[src/rtl/dmem_arbiter.sv]
// Round-robin arbiter/controller for the single-port dmem shared by the load and store-commit units.
// Latency: accept N, memory cycle N+1, response N+2; one request per 2 cycles. Readies only in IDLE.
module dmem_arbiter #(
  parameter logic [31:0] BASE_ADDR   = 32'h10010000,
  parameter int          DEPTH_WORDS = 1024,
  parameter int          TAG_W       = 4
) (
  input  logic             clk,
  input  logic             rst_n,
  input  logic             flush,
  input  logic             ld_req_valid,
  output logic             ld_req_ready,
  input  logic [31:0]      ld_req_addr,
  input  logic [1:0]       ld_req_cs,
  input  logic             ld_req_signed,
  input  logic [TAG_W-1:0] ld_req_tag,
  output logic             ld_rsp_valid,
  output logic [31:0]      ld_rsp_data,
  output logic [TAG_W-1:0] ld_rsp_tag,
  output logic             ld_rsp_err,
  input  logic             st_req_valid,
  output logic             st_req_ready,
  input  logic [31:0]      st_req_addr,
  input  logic [1:0]       st_req_cs,
  input  logic [31:0]      st_req_data,
  output logic             st_done,
  output logic             st_err,
  output logic             mem_ena,
  output logic             mem_wena,
  output logic [1:0]       mem_w_cs,
  output logic [1:0]       mem_r_cs,
  output logic [31:0]      mem_addr,
  output logic [31:0]      mem_wdata,
  input  logic [31:0]      mem_rdata
);

  typedef enum logic [1:0] {S_IDLE, S_ACCESS, S_ERR} state_t;

  localparam logic [32:0] RANGE_BYTES = 33'(DEPTH_WORDS) * 33'd4;

  state_t           state, state_nxt;
  logic             last_st;
  logic             op_st;
  logic [31:0]      r_addr;
  logic [31:0]      r_data;
  logic [1:0]       r_cs;
  logic             r_sgn;
  logic [TAG_W-1:0] r_tag;

  logic        both_req, ld_acc, st_acc, acc_legal;
  logic [31:0] sel_addr, ld_ext;
  logic [1:0]  sel_cs;

  // 33-bit offset so addresses below BASE_ADDR show up as a borrow rather than wrapping
  function automatic logic req_legal(input logic [31:0] a, input logic [1:0] cs);
    logic [32:0] off;
    logic        aligned;
    off = {1'b0, a} - {1'b0, BASE_ADDR};
    case (cs)
      2'b01:   aligned = (a[1:0] == 2'b00);
      2'b10:   aligned = ~a[0];
      2'b11:   aligned = 1'b1;
      default: aligned = 1'b0;
    endcase
    return aligned && !off[32] && (off < RANGE_BYTES);
  endfunction

  // A flushed load does not count as a competing request
  assign both_req     = ld_req_valid & ~flush & st_req_valid;
  assign ld_req_ready = (state == S_IDLE) & ~flush & ~(both_req & ~last_st);
  assign st_req_ready = (state == S_IDLE) & ~(both_req & last_st);
  assign ld_acc       = ld_req_valid & ld_req_ready;
  assign st_acc       = st_req_valid & st_req_ready;
  assign sel_addr     = ld_acc ? ld_req_addr : st_req_addr;
  assign sel_cs       = ld_acc ? ld_req_cs : st_req_cs;
  assign acc_legal    = req_legal(sel_addr, sel_cs);

  always_comb begin
    state_nxt = S_IDLE;
    if (state == S_IDLE && (ld_acc || st_acc))
      state_nxt = acc_legal ? S_ACCESS : S_ERR;
  end

  always_comb begin
    case (r_cs)
      2'b10:   ld_ext = {{16{r_sgn & mem_rdata[15]}}, mem_rdata[15:0]};
      2'b11:   ld_ext = {{24{r_sgn & mem_rdata[7]}}, mem_rdata[7:0]};
      default: ld_ext = mem_rdata;
    endcase
  end

  always_comb begin
    mem_ena   = 1'b0;
    mem_wena  = 1'b0;
    mem_w_cs  = 2'b00;
    mem_r_cs  = 2'b00;
    mem_addr  = 32'h0;
    mem_wdata = 32'h0;
    if (state == S_ACCESS) begin
      mem_ena  = 1'b1;
      mem_addr = r_addr;
      if (op_st) begin
        mem_wena  = 1'b1;
        mem_w_cs  = r_cs;
        mem_wdata = r_data;
      end else begin
        mem_r_cs = r_cs;
      end
    end
  end

  always_ff @(posedge clk or negedge rst_n) begin
    if (!rst_n) begin
      state   <= S_IDLE;
      last_st <= 1'b1;
      op_st   <= 1'b0;
      r_addr  <= 32'h0;
      r_data  <= 32'h0;
      r_cs    <= 2'b00;
      r_sgn   <= 1'b0;
      r_tag   <= '0;
    end else begin
      state <= state_nxt;
      if (ld_acc || st_acc) begin
        op_st   <= st_acc;
        last_st <= st_acc;
        r_addr  <= sel_addr;
        r_cs    <= sel_cs;
        r_data  <= st_req_data;
        r_sgn   <= ld_req_signed;
        r_tag   <= ld_req_tag;
      end
    end
  end

  always_ff @(posedge clk or negedge rst_n) begin
    if (!rst_n) begin
      ld_rsp_valid <= 1'b0;
      ld_rsp_data  <= 32'h0;
      ld_rsp_tag   <= '0;
      ld_rsp_err   <= 1'b0;
      st_done      <= 1'b0;
      st_err       <= 1'b0;
    end else begin
      ld_rsp_valid <= 1'b0;
      ld_rsp_data  <= 32'h0;
      ld_rsp_tag   <= '0;
      ld_rsp_err   <= 1'b0;
      st_done      <= 1'b0;
      st_err       <= 1'b0;
      if (state != S_IDLE) begin
        if (op_st) begin
          st_done <= 1'b1;
          st_err  <= (state == S_ERR);
        end else if (!flush) begin
          ld_rsp_valid <= 1'b1;
          ld_rsp_err   <= (state == S_ERR);
          ld_rsp_data  <= (state == S_ACCESS) ? ld_ext : 32'h0;
          ld_rsp_tag   <= r_tag;
        end
      end
    end
  end

endmodule
[config.mk]
export PLATFORM = sky130hd
export DESIGN_NAME = dmem_arbiter
export DESIGN_NICKNAME = d
export VERILOG_FILES = /design/src/rtl/dmem_arbiter.sv
export SDC_FILE = /design/constraint.sdc
export NUM_CORES = 1
export LEC_CHECK = 0
export CORE_MARGIN = 4
export CORE_UTILIZATION = 44
export DETAILED_ROUTE_END_ITERATION = 7
export MAX_ROUTING_LAYER = met4
export PLACE_DENSITY_LB_ADDON = 0.25
export SKIP_CTS_REPAIR_TIMING = 1
export SLEW_MARGIN = 20
export SYNTH_ARGS = -nofsm -noshare
export SYNTH_HDL_FRONTEND = slang
export SYNTH_SLANG_ARGS = --single-unit
[constraint.sdc]
create_clock -name clk -period 7 [get_ports clk]
set_clock_uncertainty 0.15 [all_clocks]
set_input_delay 1.4 -clock clk [delete_from_list [all_inputs] [get_ports clk]]
set_output_delay 1.4 -clock clk [all_outputs]
set_load 0.03 [all_outputs]
==> results_dict.tcl, run 1 <==
set metrics [dict create \
    synthDistinctLibCells 38 \
    ys.flop_type "dfrtp_1" \
    critical_path_class "register to output port" \
    holdWs_ns 0.326 \
    synth_area_per_cell_sq_um 10.7 \
    max_slew_margin_pct 29.0 \
    place_ws_ns 2.06 \
    clk_latency_ns 0.40 \
    initialDrtViolationCount 332 \
    syn_area_sq_mm 0.00532 \
    fp.dieW_um 118 \
    fin_nets 884 \
    finalCritPeriodShare_pct 67.4 \
    port_buffers 253 \
    stdcell_area_sq_mm 0.00856 \
    hold_path_class "register to register" \
    p_leak_nw 3.85 \
    via_count 4668 \
    core_sq_mm 0.0116 \
    peakVddDrop_v 0.000109 \
    yosysSeqAreaShare_pct 54.1 \
    antenna_left 0 \
    synth-edff-count 0 \
    powerDensity_mw_per_mm2 249 \
    synth-warning-count 0 \
    worstHoldPathCells 1 \
    ioPinCount 254 \
    hold_viol_final 0 \
    grt_max_degree 78 \
    slew_viol_final 0 \
    first_global_vias 4941 \
    critPathRequiredTime_ns 5.45 \
    rows 39 \
    timing.setup.tns_ns 0 \
    rsz0062_at_grt "false" \
    setup_viol 0 \
    final_common_cell "clkdlybuf4s50_1" \
    status "completed" \
    cp-start-kind "register" \
    synthArstFlopShare_pct 100 \
    ys_ff_latch 115 \
    grt-ovfl-total 0 \
    clock_sinks 115 \
    diodes 0 \
    grt_pass1_wl_um 26300 \
    die_area_sq_mm 0.0139 \
    antenna_found_initial 0 \
    layout_common_cells "clkdlybuf4s50_1 (252), dfrtp_1 (113), nor2_1 (47), and3_1 (44), nand2_1 (44)" \
    start_util_pct 45.8 \
    viasPerCell 5.20 \
    cap_violations 0 \
    gp_congestion 0.878 \
    wirelength_um 16400 \
    tightest_slew_ns 1.06 \
    cts.clk_slew.worst_paths_ns 0.05 \
    grtUsageMet2_pct 40.6 \
    die_height_um 118 \
    wl_per_cell_um 18.3 \
    fin_crit_ns 4.72 \
    fmax_mhz 212 \
    met3_usage_pct 6.54 \
    first_pass_iters 4 \
    rr_worst_depth 10 \
    cts_tree "yes" \
    cts_buffer_depth 2 \
    worst_slack_ns 2.28 \
    cp.arrival_ns 3.17 \
    crit_fanout 41 \
    dp_hpwl_um 11900 \
    syn_inst 498 \
    place_area_sq_mm 0.00792 \
    drc 0 \
    syn_nets 641 \
    h-tree-depth 4 \
    endpoint_kind "output port" \
    cts_root_buffer "clkbuf_16" \
    use_met1_pct 27.7 \
    drive_gt1_share_pct 9.15 \
    grt_util_all_layers_pct 24.4 \
    tritoncts.num_buffers 17 \
    area_growth_pct 60.9 \
    busiest_layer "met2" \
]
[logic make-up (layout without fill, tap and decap cells)]
logic type	count (synthesis)	after routing	synth area share, %
flops	115	115	54.1
fa+ha+maj	1	1	0.235
simple gates	205	205	20.1
mux	79	79	15.9
buf+inv	33	289	2.59
xor+xnor	2	2	0.329
compound gates	63	63	6.73
[Yosys cell counts (3+ instances only)]
cell	number	area share, %
dfrtp_1	114	54
nor2_1	47	3.3
nand2_1	46	3.2
and3_1	45	5.3
mux2i_1	39	7.3
and2_1	38	4.5
o21ai_0	35	3.3
mux2_2	26	5.5
clkbuf_1	22	1.6
a21oi_1	17	1.6
mux2_1	13	2.8
buf_2	8	0.75
nor3_1	5	0.47
nor4b_1	5	0.82
nand2b_1	4	0.47
a211o_1	3	0.49
nand4_1	3	0.35
[worst max-delay path, stage by stage (launching register included)]
cell and delay [ns]:
dfrtp_1 0.43, nand2b_1 0.18, clkinv_1 0.75, buf_4 0.55, and2_1 0.23, clkdlybuf4s50_1 0.60
[per-stage QoR]
step / cells / utilization (%) / power, W
CTS: 897 / 73.7 / 0.00215
global route: 897 / 73.7 / 0.00223
finish: 897 / 73.7 / 0.00213
floorplan: 498 / - / 0.00105
global placement: 865 / 68.2 / 0.00120
detailed placement: 865 / 68.2 / 0.00122
[worst paths after layout]
path                          start             end  slack, ns
max                        state[1]    mem_addr[30]       2.28
min                        r_tag[3]   ld_rsp_tag[3]       0.33
max reg2reg                state[0]        state[0]       3.52
min reg2reg                r_tag[3]   ld_rsp_tag[3]       0.33
max in group asynchronous     rst_n           op_st       4.49
min in group asynchronous     rst_n  ld_rsp_data[6]       0.83
[power breakdown]
part	total (W)	internal [W]	switching (W)
clock network	0.000917	0.000630	0.000287
registers	0.000867	0.000784	0.0000830
logic	0.000344	0.000192	0.000152
[per-layer routing]
| metal | routed length (um) | vias up |
|---|---|---|
| li1 | - | 2204 |
| met1 | 6610 | 2227 |
| met2 | 8380 | 205 |
| met3 | 992 | 32 |
| met4 | 449 | 0 |
| met5 | 0 | - |
[registers in the layout, indices dropped and copies added (netlist names)]
name and cells:
last_st 1, ld_rsp_data 32, ld_rsp_err 1, ld_rsp_tag 4, ld_rsp_valid 1, op_st 1, r_addr 32, r_cs 2
r_data 32, r_sgn 1, r_tag 4, st_done 1, st_err 1, state 2
[final cells by class]
cell class | instances | area [sq um]
Timing Repair Buffer | 255 | 2540
Clock inverter | 10 | 153
Inverter | 2 | 7.51
Multi-Input combinational cell | 350 | 2310
Fill cell | 806 | 3060
Sequential cell | 115 | 2880
Tap cell | 143 | 179
Clock buffer | 22 | 484
Power figures use the tool's default switching activity.
==> run 2: changes to the inputs <==
CORE_UTILIZATION = 41   (was 44)
clock period = 4.95 ns   (was 7 ns; I/O delays follow)
==> run 2 against run 1 <==
Compared with the run above:
- critical endpoint is now mem_wdata[15]
- highest routed layer unchanged
- first-iteration DRC count is 0.30% lower
- power increased by 45%
- clock power grew 49%
- core utilization decreased by 5.4 points
==> results_dict.tcl, run 2 (synthesized netlist as in run 1, its figures left out) <==
set metrics [dict create \
    viasPerCell 5.11 \
    port_buffers 253 \
    crit_path_start "state[1]" \
    status "completed" \
    reg2reg_slack_ns 1.72 \
    antenna_left 0 \
    clock_sinks 115 \
    grt_util_all_layers_pct 23.2 \
    cts.clk_slew.worst_paths_ns 0.05 \
    grt_max_degree 78 \
    wl_per_cell_um 17.7 \
    initialDrtViolationCount 331 \
    r2r_start "state[0]" \
    cp-start-kind "register" \
    fmax_mhz 252 \
    cp.arrival_ns 2.83 \
    stdcell_area_sq_mm 0.00865 \
    rows 41 \
    p_leak_nw 3.88 \
    cts_tree "yes" \
    h-tree-depth 4 \
    hold_viol_final 0 \
    place_area_sq_mm 0.00798 \
    area_growth_pct 62.6 \
    nFillCells 992 \
    clk_latency_ns 0.40 \
    crit_path_max_incr_delay_ns 0.69 \
    final_core_util_pct 68.3 \
    die_height_um 122 \
    gp_congestion 0.880 \
    fin_crit_ns 3.97 \
    first_pass_iters 4 \
    crit_chain "nand2b_1 > clkinv_2 > and3_1 > clkdlybuf4s50_1" \
    cts_buffer_depth 2 \
    fin_nets 887 \
    endpoint_kind "output port" \
    crit_slowest_cell "clkinv_2" \
    setup_viol 0 \
    holdWs_ns 0.328 \
    powerDensity_mw_per_mm2 356 \
    fp.dieW_um 122 \
    critPathRequiredTime_ns 3.81 \
    core_sq_mm 0.0127 \
    reg.largest.list "ld_rsp_data x32, r_addr x32, r_data x32" \
    final_common_cell "clkdlybuf4s50_1" \
    layout_common_cells "clkdlybuf4s50_1 (252), dfrtp_1 (113), nor2_1 (47), and3_1 (44), nand2_1 (44)" \
    timing.setup.tns_ns 0 \
    rsz0062_at_grt "false" \
    cts_root_buffer "clkbuf_16" \
    slew_viol_final 0 \
    finalCritPeriodShare_pct 80.2 \
    crit_fanout 77 \
    grt_pass1_wl_um 25900 \
    first_global_vias 5082 \
    peakVddDrop_v 0.000233 \
    ioPinCount 254 \
    tritoncts.num_buffers 17 \
    tightest_slew_ns 0.995 \
    via_count 4750 \
    critical_path_class "register to output port" \
    die_area_sq_mm 0.0149 \
    cap_violations 0 \
    antenna_found_initial 0 \
    grt-ovfl-total 0 \
    dp_hpwl_um 12100 \
    diodes 0 \
    drive_gt1_share_pct 9.64 \
    start_util_pct 42.0 \
    wirelength_um 16500 \
    drc 0 \
    hold_path_class "primary input to asynchronous set/reset pin" \
    max_slew_margin_pct 33.5 \
]
## run 2: cell types whose count changed in the layout (fill, tap and decap cells not counted)
cell | before | now
buf_4 | 3 | 6
bufinv_16 | 4 | 5
clkbuf_8 | 4 | 5
clkinv_1 | 1 | 0
clkinv_2 | 5 | 4
## run 2: path summary, 6_finish.rpt
path / depth (start not counted) / end
setup / recovery: 4 / mem_wdata[15]
hold reg to reg: 1 / r_data[14]
min in group clk: 1 / r_data[14]
max in group asynchronous: 2 / op_st
hold / removal: 1 / ld_rsp_data[14]
setup reg to reg: 10 / state[0]
## run 2: final cells by class
class / instances / area (sq um) / area share [%]
Sequential cell: 115 / 2880 / 33.3
Timing Repair Buffer: 258 / 2570 / 29.7
Multi-Input combinational cell: 350 / 2310 / 26.7
Clock buffer: 23 / 498 / 5.76
Tap cell: 172 / 215 / 2.49
Clock inverter: 9 / 173 / 2.00
Inverter: 2 / 8.76 / 0.101
## run 2: routing by layer
layer	part of all wire, %	up-vias	track usage (%)
met1	40	2310	26.9
met4	2.6	0	9.24
met5	0	-	-
li1	-	2218	-
met2	51	189	39.2
met3	6.5	33	5.25
## run 2: worst max-delay path: cells and delay by family, from the launching register on
kind / cells / cell delay, ns
buffers and inverters: 2 / 1.30
AND/OR/NAND/NOR: 2 / 0.71
flip-flops: 1 / 0.41
## run 2: power breakdown
part	leakage, nW	internal, W	total (W)	switching, W
combinational	2.11	0.000273	0.000492	0.000219
sequential	1.44	0.00111	0.00122	0.000116
clock	0.329	0.000957	0.00137	0.000410
total	3.88	0.00234	0.00308	0.000745
## run 2: metrics by stage
stage               power, W  cells  setup slack, ns
finish               0.00308    929            0.978
global placement     0.00170    897            0.879
detailed placement   0.00173    897            0.760
global route         0.00322    929            0.786
floorplan            0.00148    498             1.30
CTS                  0.00311    929            0.956
==> run 3: changes to the inputs <==
CORE_UTILIZATION = 37   (was 41)
clock period = 3.5 ns   (was 4.95 ns; I/O delays follow)
==> run 3 against run 2 <==
Compared with the run above:
- hold slack worse by 0.14 ns
- sequential cell count unchanged
- power up 31%
- sequential power up 40%
- critical endpoint is now mem_wdata[9]
==> results_dict.tcl, run 3 (synthesized netlist as in run 1, its figures left out) <==
set metrics [dict create \
    status "completed" \
    layout_common_cells "clkdlybuf4s50_1 (251), dfrtp_1 (114), nor2_1 (47), and3_1 (44), nand2_1 (44)" \
    powerDensity_mw_per_mm2 464 \
    grt_max_degree 53 \
    grtUsageMet2_pct 35.6 \
    grt-ovfl-total 0 \
    crit_fanout 34 \
    antenna_left 0 \
    first_pass_iters 4 \
    first_global_vias 5045 \
    max_slew_margin_pct 33.7 \
    crit_slowest_cell "clkdlybuf4s50_1" \
    p_int_w 0.00300 \
    combinationalPowerShare_pct 18.5 \
    pwr-share-clk_pct 39.3 \
    via_count 4728 \
    swShare_pct 25.7 \
    critPathBufInv 3 \
    rows 43 \
    peakVddDrop_v 0.000289 \
    use_met1_pct 24.8 \
    drive_gt1_share_pct 10.6 \
    wirelength_um 16700 \
    cap_violations 0 \
    cts.clk_slew.worst_paths_ns 0.05 \
    critical_path_class "register to output port" \
    drc 0 \
    rsz0062_at_grt "false" \
    fp.dieW_um 128 \
    hold_path_class "primary input to asynchronous set/reset pin" \
    endpoint_kind "output port" \
    clock_sinks 115 \
    diodes 0 \
    start_util_pct 38.0 \
    p_leak_nw 3.91 \
    clk_latency_ns 0.40 \
    grt_pass1_wl_um 26200 \
    fmax_mhz 299 \
    h-tree-depth 4 \
    critPathTopFamily "buffers and inverters" \
    power.total_w 0.00404 \
    switchingPower_w 0.00104 \
    die_height_um 128 \
    cts_root_buffer "clkbuf_16" \
    crit_chain "nand2b_1 > clkinvlp_4 > buf_12 > and3_1 > clkdlybuf4s50_1" \
    cp-start-kind "register" \
    fin_crit_ns 3.34 \
    busiest_layer "met2" \
    cts_tree "yes" \
    timing.setup.tns_ns 0 \
    viasPerCell 4.97 \
    area_growth_pct 63.6 \
    antenna_found_initial 0 \
    dp_hpwl_um 12600 \
    met3_usage_pct 4.33 \
    nFillCells 1163 \
    hold_viol_final 0 \
    slew_viol_final 0 \
    grt_util_all_layers_pct 20.9 \
    seq_area_sq_mm 0.00288 \
    gp_congestion 0.850 \
    crit_path_max_incr_delay_ns 0.61 \
    finalCritPeriodShare_pct 95.6 \
    reg.largest.list "ld_rsp_data x32, r_addr x32, r_data x32" \
    cp.arrival_ns 2.49 \
    ioPinCount 254 \
    tightest_slew_ns 0.994 \
    cts_buffer_depth 2 \
    port_buffers 253 \
    wl_per_cell_um 17.6 \
    multi_input_area_sq_mm 0.00233 \
    core_sq_mm 0.0140 \
    setup_viol 0 \
    die_area_sq_mm 0.0164 \
    critPathRequiredTime_ns 2.65 \
    initialDrtViolationCount 213 \
    final_common_cell "clkdlybuf4s50_1" \
    tritoncts.num_buffers 17 \
    fin_nets 901 \
    seqPwrFrac_pct 42.3 \
]
==> run 3: cell types whose count changed in the layout (fill, tap and decap cells not counted), sizes merged <==
cell | previous run | this run
bufinv | 5 | 1
buf | 6 | 20
clkbuf | 23 | 27
clkdlybuf4s50 | 252 | 251
dlymetal6s2s | 0 | 1
==> run 3: stage by stage <==
| step | instance area, sq um | std cells | hold WS [ns] | setup slack [ns] | utilization [%] |
|---|---|---|---|---|---|
| 3_5_place_dp | 8120 | 918 | 0.308 | -0.378 | 58.1 |
| 6_report | 8710 | 951 | 0.185 | 0.155 | 62.2 |
| 3_3_place_gp | 8120 | 918 | 0.305 | -0.318 | 58.1 |
| 4_1_cts | 8670 | 950 | 0.210 | 0.00229 | 62.0 |
| 5_1_grt | 8710 | 951 | 0.248 | 0.0199 | 62.2 |
| 2_1_floorplan | 5320 | 498 | 0.254 | 0.143 | - |
==> run 3: final timing paths <==
path                           from  cells past startpoint               to  slack, ns
setup reg to reg           state[0]                     10         state[0]       0.39
setup / recovery           state[1]                      5     mem_wdata[9]       0.16
hold reg to reg            r_tag[2]                      1    ld_rsp_tag[2]       0.32
hold / removal                rst_n                      1  ld_rsp_data[11]       0.19
max in group asynchronous     rst_n                      2       r_data[20]       2.25
min in group clk           r_tag[2]                      1    ld_rsp_tag[2]       0.32
==> run 3: metal layers <==
metal  wire length [um]  share of wire (%)
met4                235                1.4
met3                876                5.2
met1               7010                 42
met5                  0                  0
met2               8590                 51
==> run 3: layout make-up <==
type	instances	area share (%)
Inverter	2	0.129
Clock buffer	27	5.66
Tap cell	180	2.59
Multi-Input combinational cell	350	26.8
Clock inverter	5	0.575
Timing Repair Buffer	272	31.2
Sequential cell	115	33.1
==> run 3: power groups by stage <==
stage,Combinational (W),Clock [W],Sequential (W)
after CTS,0.000750,0.00161,0.00171
after global placement,0.000720,0,0.00171
after floorplan,0.000414,0,0.00168
after detailed placement,0.000749,0,0.00172
after global routing,0.000818,0.00168,0.00174
final,0.000746,0.00159,0.00171
